<file path="config.mk">
export PLATFORM = sky130hd
export DESIGN_NAME = tnoc_input_port_controller_flat
export DESIGN_NICKNAME = d
export VERILOG_FILES = /design/src/rtl/tnoc_input_port_controller_if.sv /design/src/rtl/tnoc_input_port_controller.sv /design/src/flat_wrapper.sv
export SDC_FILE = /design/constraint.sdc
export NUM_CORES = 1
export LEC_CHECK = 0
export BUFFER_PORTS_ARGS = -buffer_cell sky130_fd_sc_hd__buf_2
export CAP_MARGIN = 0
export CORE_MARGIN = 8
export CORE_UTILIZATION = 43
export DETAILED_ROUTE_END_ITERATION = 8
export PLACE_DENSITY = 0.8
export SETUP_SLACK_MARGIN = 0.1
export SLEW_MARGIN = 20
export SYNTH_ARGS = -nofsm -noshare
export SYNTH_HDL_FRONTEND = slang
export SYNTH_SLANG_ARGS = --single-unit
</file>
<file path="constraint.sdc">
create_clock -name clk -period 2.4 [get_ports clk]
set_input_delay 0.12 -clock clk [delete_from_list [all_inputs] [get_ports clk]]
set_output_delay 0.12 -clock clk [all_outputs]
set_load 0.005 [all_outputs]
</file>
<file path="src/rtl/tnoc_input_port_controller_if.sv">
// Port-control link between one router input port and its five output-port arbitrators.
// Bits are packed as port p, VC v at index p*CHANNELS+v.
interface tnoc_input_port_controller_if #(
  parameter int CHANNELS = 2
);
  logic [5*CHANNELS-1:0] request;
  logic [5*CHANNELS-1:0] start_of_packet;
  logic [5*CHANNELS-1:0] end_of_packet;
  logic [5*CHANNELS-1:0] free;
  logic [5*CHANNELS-1:0] grant;

  modport master (
    output request,
    output start_of_packet,
    output end_of_packet,
    output free,
    input  grant
  );

  modport slave (
    input  request,
    input  start_of_packet,
    input  end_of_packet,
    input  free,
    output grant
  );
endinterface

</file>
<file path="src/rtl/tnoc_input_port_controller.sv">
// Per-VC packet tracker and dimension-order router for one router input port.
// Define TNOC_YX_ROUTING_EN to resolve Y before X; default is XY routing.
module tnoc_input_port_controller #(
  parameter int CHANNELS = 2,
  parameter int X_WIDTH  = 4,
  parameter int Y_WIDTH  = 4
) (
  input  logic                          clk,
  input  logic                          rst_n,
  input  logic [X_WIDTH-1:0]            i_x_id,
  input  logic [Y_WIDTH-1:0]            i_y_id,
  input  logic [CHANNELS-1:0]           i_valid,
  input  logic [CHANNELS-1:0]           i_head,
  input  logic [CHANNELS-1:0]           i_tail,
  input  logic [CHANNELS*X_WIDTH-1:0]   i_dest_x,
  input  logic [CHANNELS*Y_WIDTH-1:0]   i_dest_y,
  output logic [CHANNELS-1:0]           o_ready,
  output logic [CHANNELS*5-1:0]         o_route,
  tnoc_input_port_controller_if.master  port_if,
  output logic [CHANNELS-1:0]           o_error
);

  localparam logic [1:0] IDLE   = 2'd0;
  localparam logic [1:0] ROUTE  = 2'd1;
  localparam logic [1:0] ACTIVE = 2'd2;

  // One-hot port order: 0 X+, 1 X-, 2 Y+, 3 Y-, 4 local.
  function automatic logic [4:0] route_decode(
    input logic [X_WIDTH-1:0] dest_x,
    input logic [Y_WIDTH-1:0] dest_y,
    input logic [X_WIDTH-1:0] x_id,
    input logic [Y_WIDTH-1:0] y_id
  );
    logic [4:0] r;
`ifdef TNOC_YX_ROUTING_EN
    if (dest_y > y_id)      r = 5'b00100;
    else if (dest_y < y_id) r = 5'b01000;
    else if (dest_x > x_id) r = 5'b00001;
    else if (dest_x < x_id) r = 5'b00010;
    else                    r = 5'b10000;
`else
    if (dest_x > x_id)      r = 5'b00001;
    else if (dest_x < x_id) r = 5'b00010;
    else if (dest_y > y_id) r = 5'b00100;
    else if (dest_y < y_id) r = 5'b01000;
    else                    r = 5'b10000;
`endif
    return r;
  endfunction

  logic [CHANNELS*5-1:0] req_all;
  logic [CHANNELS*5-1:0] sop_all;
  logic [CHANNELS*5-1:0] eop_all;

  genvar gi, gp;
  generate
    for (gi = 0; gi < CHANNELS; gi++) begin : g_vc
      logic [1:0] state_q, state_d;
      logic [4:0] route_q, route_d;
      logic       head_pending_q, head_pending_d;
      logic [4:0] grant_v;
      logic [4:0] req_v, sop_v, eop_v;
      logic       xfer, err;

      for (gp = 0; gp < 5; gp++) begin : g_grant
        assign grant_v[gp] = port_if.grant[gp*CHANNELS+gi];
      end

      always_comb begin
        state_d        = state_q;
        route_d        = route_q;
        head_pending_d = head_pending_q;
        req_v          = '0;
        sop_v          = '0;
        eop_v          = '0;
        xfer           = 1'b0;
        err            = 1'b0;
        case (state_q)
          IDLE: begin
            if (i_valid[gi]) begin
              if (i_head[gi]) begin
                route_d = route_decode(i_dest_x[gi*X_WIDTH +: X_WIDTH],
                                       i_dest_y[gi*Y_WIDTH +: Y_WIDTH],
                                       i_x_id, i_y_id);
                state_d = ROUTE;
              end else begin
                // Stray body/tail flit: drain it so the buffer cannot stall.
                err = 1'b1;
              end
            end
          end
          ROUTE: begin
            state_d        = ACTIVE;
            head_pending_d = 1'b1;
          end
          ACTIVE: begin
            req_v = route_q & {5{i_valid[gi]}};
            sop_v = req_v & {5{head_pending_q}};
            xfer  = i_valid[gi] & |(route_q & grant_v);
            if (xfer) begin
              head_pending_d = 1'b0;
              if (i_tail[gi]) begin
                eop_v   = route_q;
                route_d = '0;
                state_d = IDLE;
              end
            end
          end
          default: begin
            state_d = IDLE;
            route_d = '0;
          end
        endcase
      end

      always_ff @(posedge clk or negedge rst_n) begin
        if (!rst_n) begin
          state_q        <= IDLE;
          route_q        <= '0;
          head_pending_q <= 1'b0;
        end else begin
          state_q        <= state_d;
          route_q        <= route_d;
          head_pending_q <= head_pending_d;
        end
      end

      assign req_all[gi*5 +: 5] = req_v;
      assign sop_all[gi*5 +: 5] = sop_v;
      assign eop_all[gi*5 +: 5] = eop_v;
      assign o_route[gi*5 +: 5] = route_q;
      assign o_ready[gi]        = xfer | err;
      assign o_error[gi]        = err;
    end
  endgenerate

  // Transpose per-VC groups into the port-major packing of the link.
  always_comb begin
    port_if.request         = '0;
    port_if.start_of_packet = '0;
    port_if.end_of_packet   = '0;
    port_if.free            = '0;
    for (int v = 0; v < CHANNELS; v++) begin
      for (int p = 0; p < 5; p++) begin
        port_if.request[p*CHANNELS+v]         = req_all[v*5+p];
        port_if.start_of_packet[p*CHANNELS+v] = sop_all[v*5+p];
        port_if.end_of_packet[p*CHANNELS+v]   = eop_all[v*5+p];
        port_if.free[p*CHANNELS+v]            = eop_all[v*5+p];
      end
    end
  end

endmodule

</file>
<file path="src/flat_wrapper.sv">
// flat-port wrapper written by rule: the top's interface ports become plain ports
module tnoc_input_port_controller_flat 
#(
  parameter int CHANNELS = 2,
  parameter int X_WIDTH  = 4,
  parameter int Y_WIDTH  = 4
)
  (clk, rst_n, i_x_id, i_y_id, i_valid, i_head, i_tail, i_dest_x, i_dest_y, o_ready, o_route, o_error, port_if_request, port_if_start_of_packet, port_if_end_of_packet, port_if_free, port_if_grant);
  tnoc_input_port_controller_if #(.CHANNELS(CHANNELS)) port_if_i ();
  input  logic clk;
  input  logic rst_n;
  input  logic [X_WIDTH-1:0] i_x_id;
  input  logic [Y_WIDTH-1:0] i_y_id;
  input  logic [CHANNELS-1:0] i_valid;
  input  logic [CHANNELS-1:0] i_head;
  input  logic [CHANNELS-1:0] i_tail;
  input  logic [CHANNELS*X_WIDTH-1:0] i_dest_x;
  input  logic [CHANNELS*Y_WIDTH-1:0] i_dest_y;
  output logic [CHANNELS-1:0] o_ready;
  output logic [CHANNELS*5-1:0] o_route;
  output logic [CHANNELS-1:0] o_error;
  output wire logic [$bits(port_if_i.request)-1:0] port_if_request;
  output wire logic [$bits(port_if_i.start_of_packet)-1:0] port_if_start_of_packet;
  output wire logic [$bits(port_if_i.end_of_packet)-1:0] port_if_end_of_packet;
  output wire logic [$bits(port_if_i.free)-1:0] port_if_free;
  input wire logic [$bits(port_if_i.grant)-1:0] port_if_grant;
  assign port_if_request = port_if_i.request;
  assign port_if_start_of_packet = port_if_i.start_of_packet;
  assign port_if_end_of_packet = port_if_i.end_of_packet;
  assign port_if_free = port_if_i.free;
  assign port_if_i.grant = port_if_grant;
  tnoc_input_port_controller #(.CHANNELS(CHANNELS), .X_WIDTH(X_WIDTH), .Y_WIDTH(Y_WIDTH)) u_core (.clk(clk), .rst_n(rst_n), .i_x_id(i_x_id), .i_y_id(i_y_id), .i_valid(i_valid), .i_head(i_head), .i_tail(i_tail), .i_dest_x(i_dest_x), .i_dest_y(i_dest_y), .o_ready(o_ready), .o_route(o_route), .port_if(port_if_i), .o_error(o_error));
endmodule
</file>
==> impl_summary.md <==
STA
The highest clock rate is 0.510 GHz. At the pin with the least slew margin, the transition time is between 500 and 600 ps. Setup repair after global routing left no endpoint under its margin. The clock arrives with about 1.2 ps of skew. Setup violations remaining at the end of the flow were counted as 0.

The setup TNS is 0 ps. The hold violation total from the final report came to 0. The final critical-path setup slack is 437 ps.

The shortest clock period the worst path allows after layout is about 2000 ps. The worst path uses 81.8% of the clock period. The headroom to the max-slew limit is 63.9%. The number of max-slew violations in the final report is 0.

Routing
The average detailed-routed wire length per instance is 13.3 um. The detailed-route via count is 1555. The total routed wirelength is between 4000 and 5000 um. The pre-antenna-repair detailed-routing pass consisted of 4 iterations.

In this run the remaining antenna-violating nets after routing total 0. For this block, the initial DRC count from the detailed router was 89. The number of vias per cell is 4.92. After detailed routing, the number of remaining DRC violations is 0.

Status
The run finished with clean final reports.

Floorplan
From bottom edge to top edge, the die measures 75.8 um. The die outline width is 75.8 um. Once the floorplan was initialized, standard cells occupied 45.3% of the core.

The core region is 0.00339 mm^2. The number of rows created at floorplan is 21. The floorplan step defined a die boundary enclosing 0.00574 mm^2. During I/O placement, the number of pins put on the boundary was 96.

Synthesis
For this run, asynchronously set or reset flops after synthesis account for 100%. The synthesized design devotes to its leading area cell type between 20% and 30% of total area. Among all cell types in the netlist, the one instantiated most often is sky130_fd_sc_hd__inv_1. After technology mapping, the gate count stands at 183. The mapped netlist covers 0.00154 mm^2. The net count after synthesis is roughly 240. The count of different cell masters after synthesis is 32. The Yosys step of the flow raised 0 warnings.

The number of enable-type register cells in the synthesized netlist is 0. After synthesis, the most frequently instantiated cells are sky130_fd_sc_hd__inv_1, sky130_fd_sc_hd__nand2_1, sky130_fd_sc_hd__dfrtp_1, sky130_fd_sc_hd__ha_1, sky130_fd_sc_hd__and3_1. The count of state elements after synthesis is 16. The average instance area after synthesis is 8.40 um^2. The post-synthesis sequential area ratio is 26.1%. Among all flip-flop cells after synthesis, the most frequent one is sky130_fd_sc_hd__dfrtp_1. The cell type with the highest aggregate area in the netlist is sky130_fd_sc_hd__dfrtp_1. Yosys attributes the largest share of cell area to sky130_fd_sc_hd__dfrtp_1, sky130_fd_sc_hd__ha_1, sky130_fd_sc_hd__and3_1, sky130_fd_sc_hd__buf_4, sky130_fd_sc_hd__and2_1.

Pwr
The maximum resistive drop on vdd is 0.248 mV. Internal power comes to 0.701 mW. Of the total power, the clock network draws 15.1%. The ratio of total power to cell area is 562 mW/mm^2. The static leakage power is 1.25 nW. The power share of the sequential group is 38.2%. The combinational share of power is a little under half. The share of total power consumed by net switching is 38.2%. The switching power total is about 0.43 mW.

Global routing
The number of global-route vias before repair is 1438. The number of antenna violations at the first check in global routing is 0. After global routing the overflow that remains totals 0. The maximum number of pins on one net before global-route repair is 17. For met2 alone, demand over resource in global routing was 25.1%.

The global routing stage identified its most utilized layer as met2. Global routing consumed, on the met1 layer, 17.2% of the routing resources. The routing usage on met3 is approximately 3.2%.

The first global-routing pass estimated 6560 um of wire. In the global route stage, overall resource usage came out at between 10 and 15%.

Worst setup path
The data arrival time at the worst-slack endpoint is ~1800 ps. STA classifies the critical path startpoint as a flip-flop. Along the worst path, the maximum fanout reaches 8. The worst setup path is of the flip-flop to output port kind. The capturing element type of the critical path is an output port. The required time at the endpoint of the critical path is 2280 ps. The worst stage delay on the critical path is ~440 ps. The signal on the critical path passes through nor2b_1 > nor3b_1 > and2_1 > buf_2. In this run the register-to-register setup slack is 610 ps. The slowest stage of the critical path belongs to the cell sky130_fd_sc_hd__nor3b_1.

Clock tree
The clock tree from TritonCTS is built. Buffers inserted during clock tree synthesis total 3. The post-CTS repair timing setup buffer count is 0. Clock-pin slew was measured on the worst setup and hold paths at 90 ps. The count of instances resized after the clock tree is built is 0.

The tree is rooted in a sky130_fd_sc_hd__clkbuf_4. Clock tree synthesis found a total of 16 sinks. The later-pin clock latency in the skew report is about 280 ps.

Counting along the longest clock path gives a buffer depth of 2. CTS built an H-tree with a depth of 1.

Layout
The fraction of layout cells with a size suffix above 1 is 42.6%. Fill cells in the final layout number 324. Summing all non-filler instances in the final layout gives an area of 0.00202 mm^2. The count of placed standard cells in the final layout, fillers left out is 316. The repair_antennas step left the layout with diodes totalling 0. The area added between synthesis and finish is 31.4%.

At the end of the flow the core is filled with cells to about three fifths. The final layout net count is 329.

Placed design
The routability congestion estimate from global placement is 0.809. In this run, placement finished with an instance count of between 300 and 400. Timing analysis after detailed placement gives a worst setup slack of between 600 and 700 ps. The quantity of I/O buffers inserted on ports is 95. The detailed-placement wirelength estimate is ~3700 um. In this run the cell area measured after placement is 0.00197 mm^2.

Run
The max capacitance violation total is 0.

Min path
The worst min-delay path category is input port to flip-flop.
-- placed cells by master, fill, tap and decap left out, drive strengths merged --
| cell | Yosys | final |
|---|---|---|
| nor2 | 10 | 10 |
| o22ai | 1 | 1 |
| nor2b | 1 | 1 |
| buf | 13 | 96 |
| a222oi | 2 | 2 |
| mux2i | 4 | 4 |
| nor3b | 4 | 4 |
| nand2 | 18 | 18 |
| and3 | 18 | 18 |
| o211ai | 4 | 4 |
| dlygate4sd3 | 0 | 1 |
| o21ai | 3 | 3 |
| a21oi | 9 | 9 |
| clkbuf | 1 | 4 |
| and2 | 16 | 16 |
| a311oi | 2 | 2 |
| nand4 | 4 | 4 |
| dfrtp | 16 | 16 |
| ha | 16 | 16 |
| and4bb | 1 | 1 |
| a22oi | 1 | 1 |
| inv | 19 | 19 |
| a21o | 5 | 5 |
| nand2b | 5 | 5 |
| or2 | 2 | 2 |
| o32a | 1 | 1 |
| mux2 | 6 | 6 |
| a22o | 1 | 1 |
-- worst paths after layout --
check,cells after the start,from,endpoint
setup / recovery,4,u_core.g_vc[1].state_q[1],port_if_free[1]
hold / removal,4,i_tail[1],u_core.g_vc[1].state_q[1]
max in group asynchronous,2,rst_n,u_core.g_vc[0].head_pending_q
min in group asynchronous,2,rst_n,u_core.g_vc[1].head_pending_q
hold reg to reg,1,u_core.g_vc[0].head_pending_q,u_core.g_vc[0].head_pending_q
setup reg to reg,4,u_core.g_vc[0].route_q[2],u_core.g_vc[0].route_q[0]
-- power by group through the flow --
stage | Combinational [mW] | Sequential, mW | Clock [mW]
final | 0.530 | 0.433 | 0.171
after global routing | 0.598 | 0.446 | 0.190
after CTS | 0.536 | 0.432 | 0.176
after detailed placement | 0.533 | 0.438 | 0
after global placement | 0.523 | 0.434 | 0
after floorplan | 0.374 | 0.412 | 0
-- cell families (layout without fill, tap and decap cells) --
kind of cell | Yosys count | count (layout) | share of synthesized area, %
AND/OR/NAND/NOR | 79 | 79 | 28.7
buffers and inverters | 33 | 120 | 11.5
AO/OA/AOI/OAI | 29 | 29 | 12.9
adder cells (fa/ha/maj) | 16 | 16 | 13.0
flip-flops | 16 | 16 | 26.1
multiplexers | 10 | 10 | 7.74
-- metrics by stage --
stage | hold slack [ps] | power, mW
6_report | 164 | 1.13
5_1_grt | 154 | 1.23
4_1_cts | 157 | 1.14
3_5_place_dp | 46.4 | 0.971
3_3_place_gp | 54.4 | 0.957
2_1_floorplan | -176 | 0.786
-- cell type report --
class	count	area, um^2	share of cell area, %
flip-flops and latches	16	400	19.8
multi-input cells	134	960	47.6
inverters	19	71.3	3.53
clock buffers	4	36.3	1.80
well taps	46	57.6	2.85
repair buffers	97	493	24.4
-- worst max-delay path, delay by kind of cell (launching register included) --
kind	cells	cell delay, ps
buffers and inverters	1	110
AND/OR/NAND/NOR	3	1020
flip-flops	1	420
-- registers in the layout (all words and copies together), names as in the netlist --
| signal | count |
|---|---|
| u_core.g_vc.state_q | 4 |
| u_core.g_vc.route_q | 10 |
| u_core.g_vc.head_pending_q | 2 |
-- per-layer routing --
metal | part of all wire [%] | vias to the layer above
li1 | - | 802
met1 | 42 | 688
met2 | 48 | 63
met3 | 9.6 | 2
met4 | 0.81 | 0
met5 | 0 | -
-- timing repair --
action,in CTS,in global routing
endpoints found under the hold margin,16,0
setup endpoints to repair,0,0
hold buffers,1,0
Power figures use the tool's default switching activity.
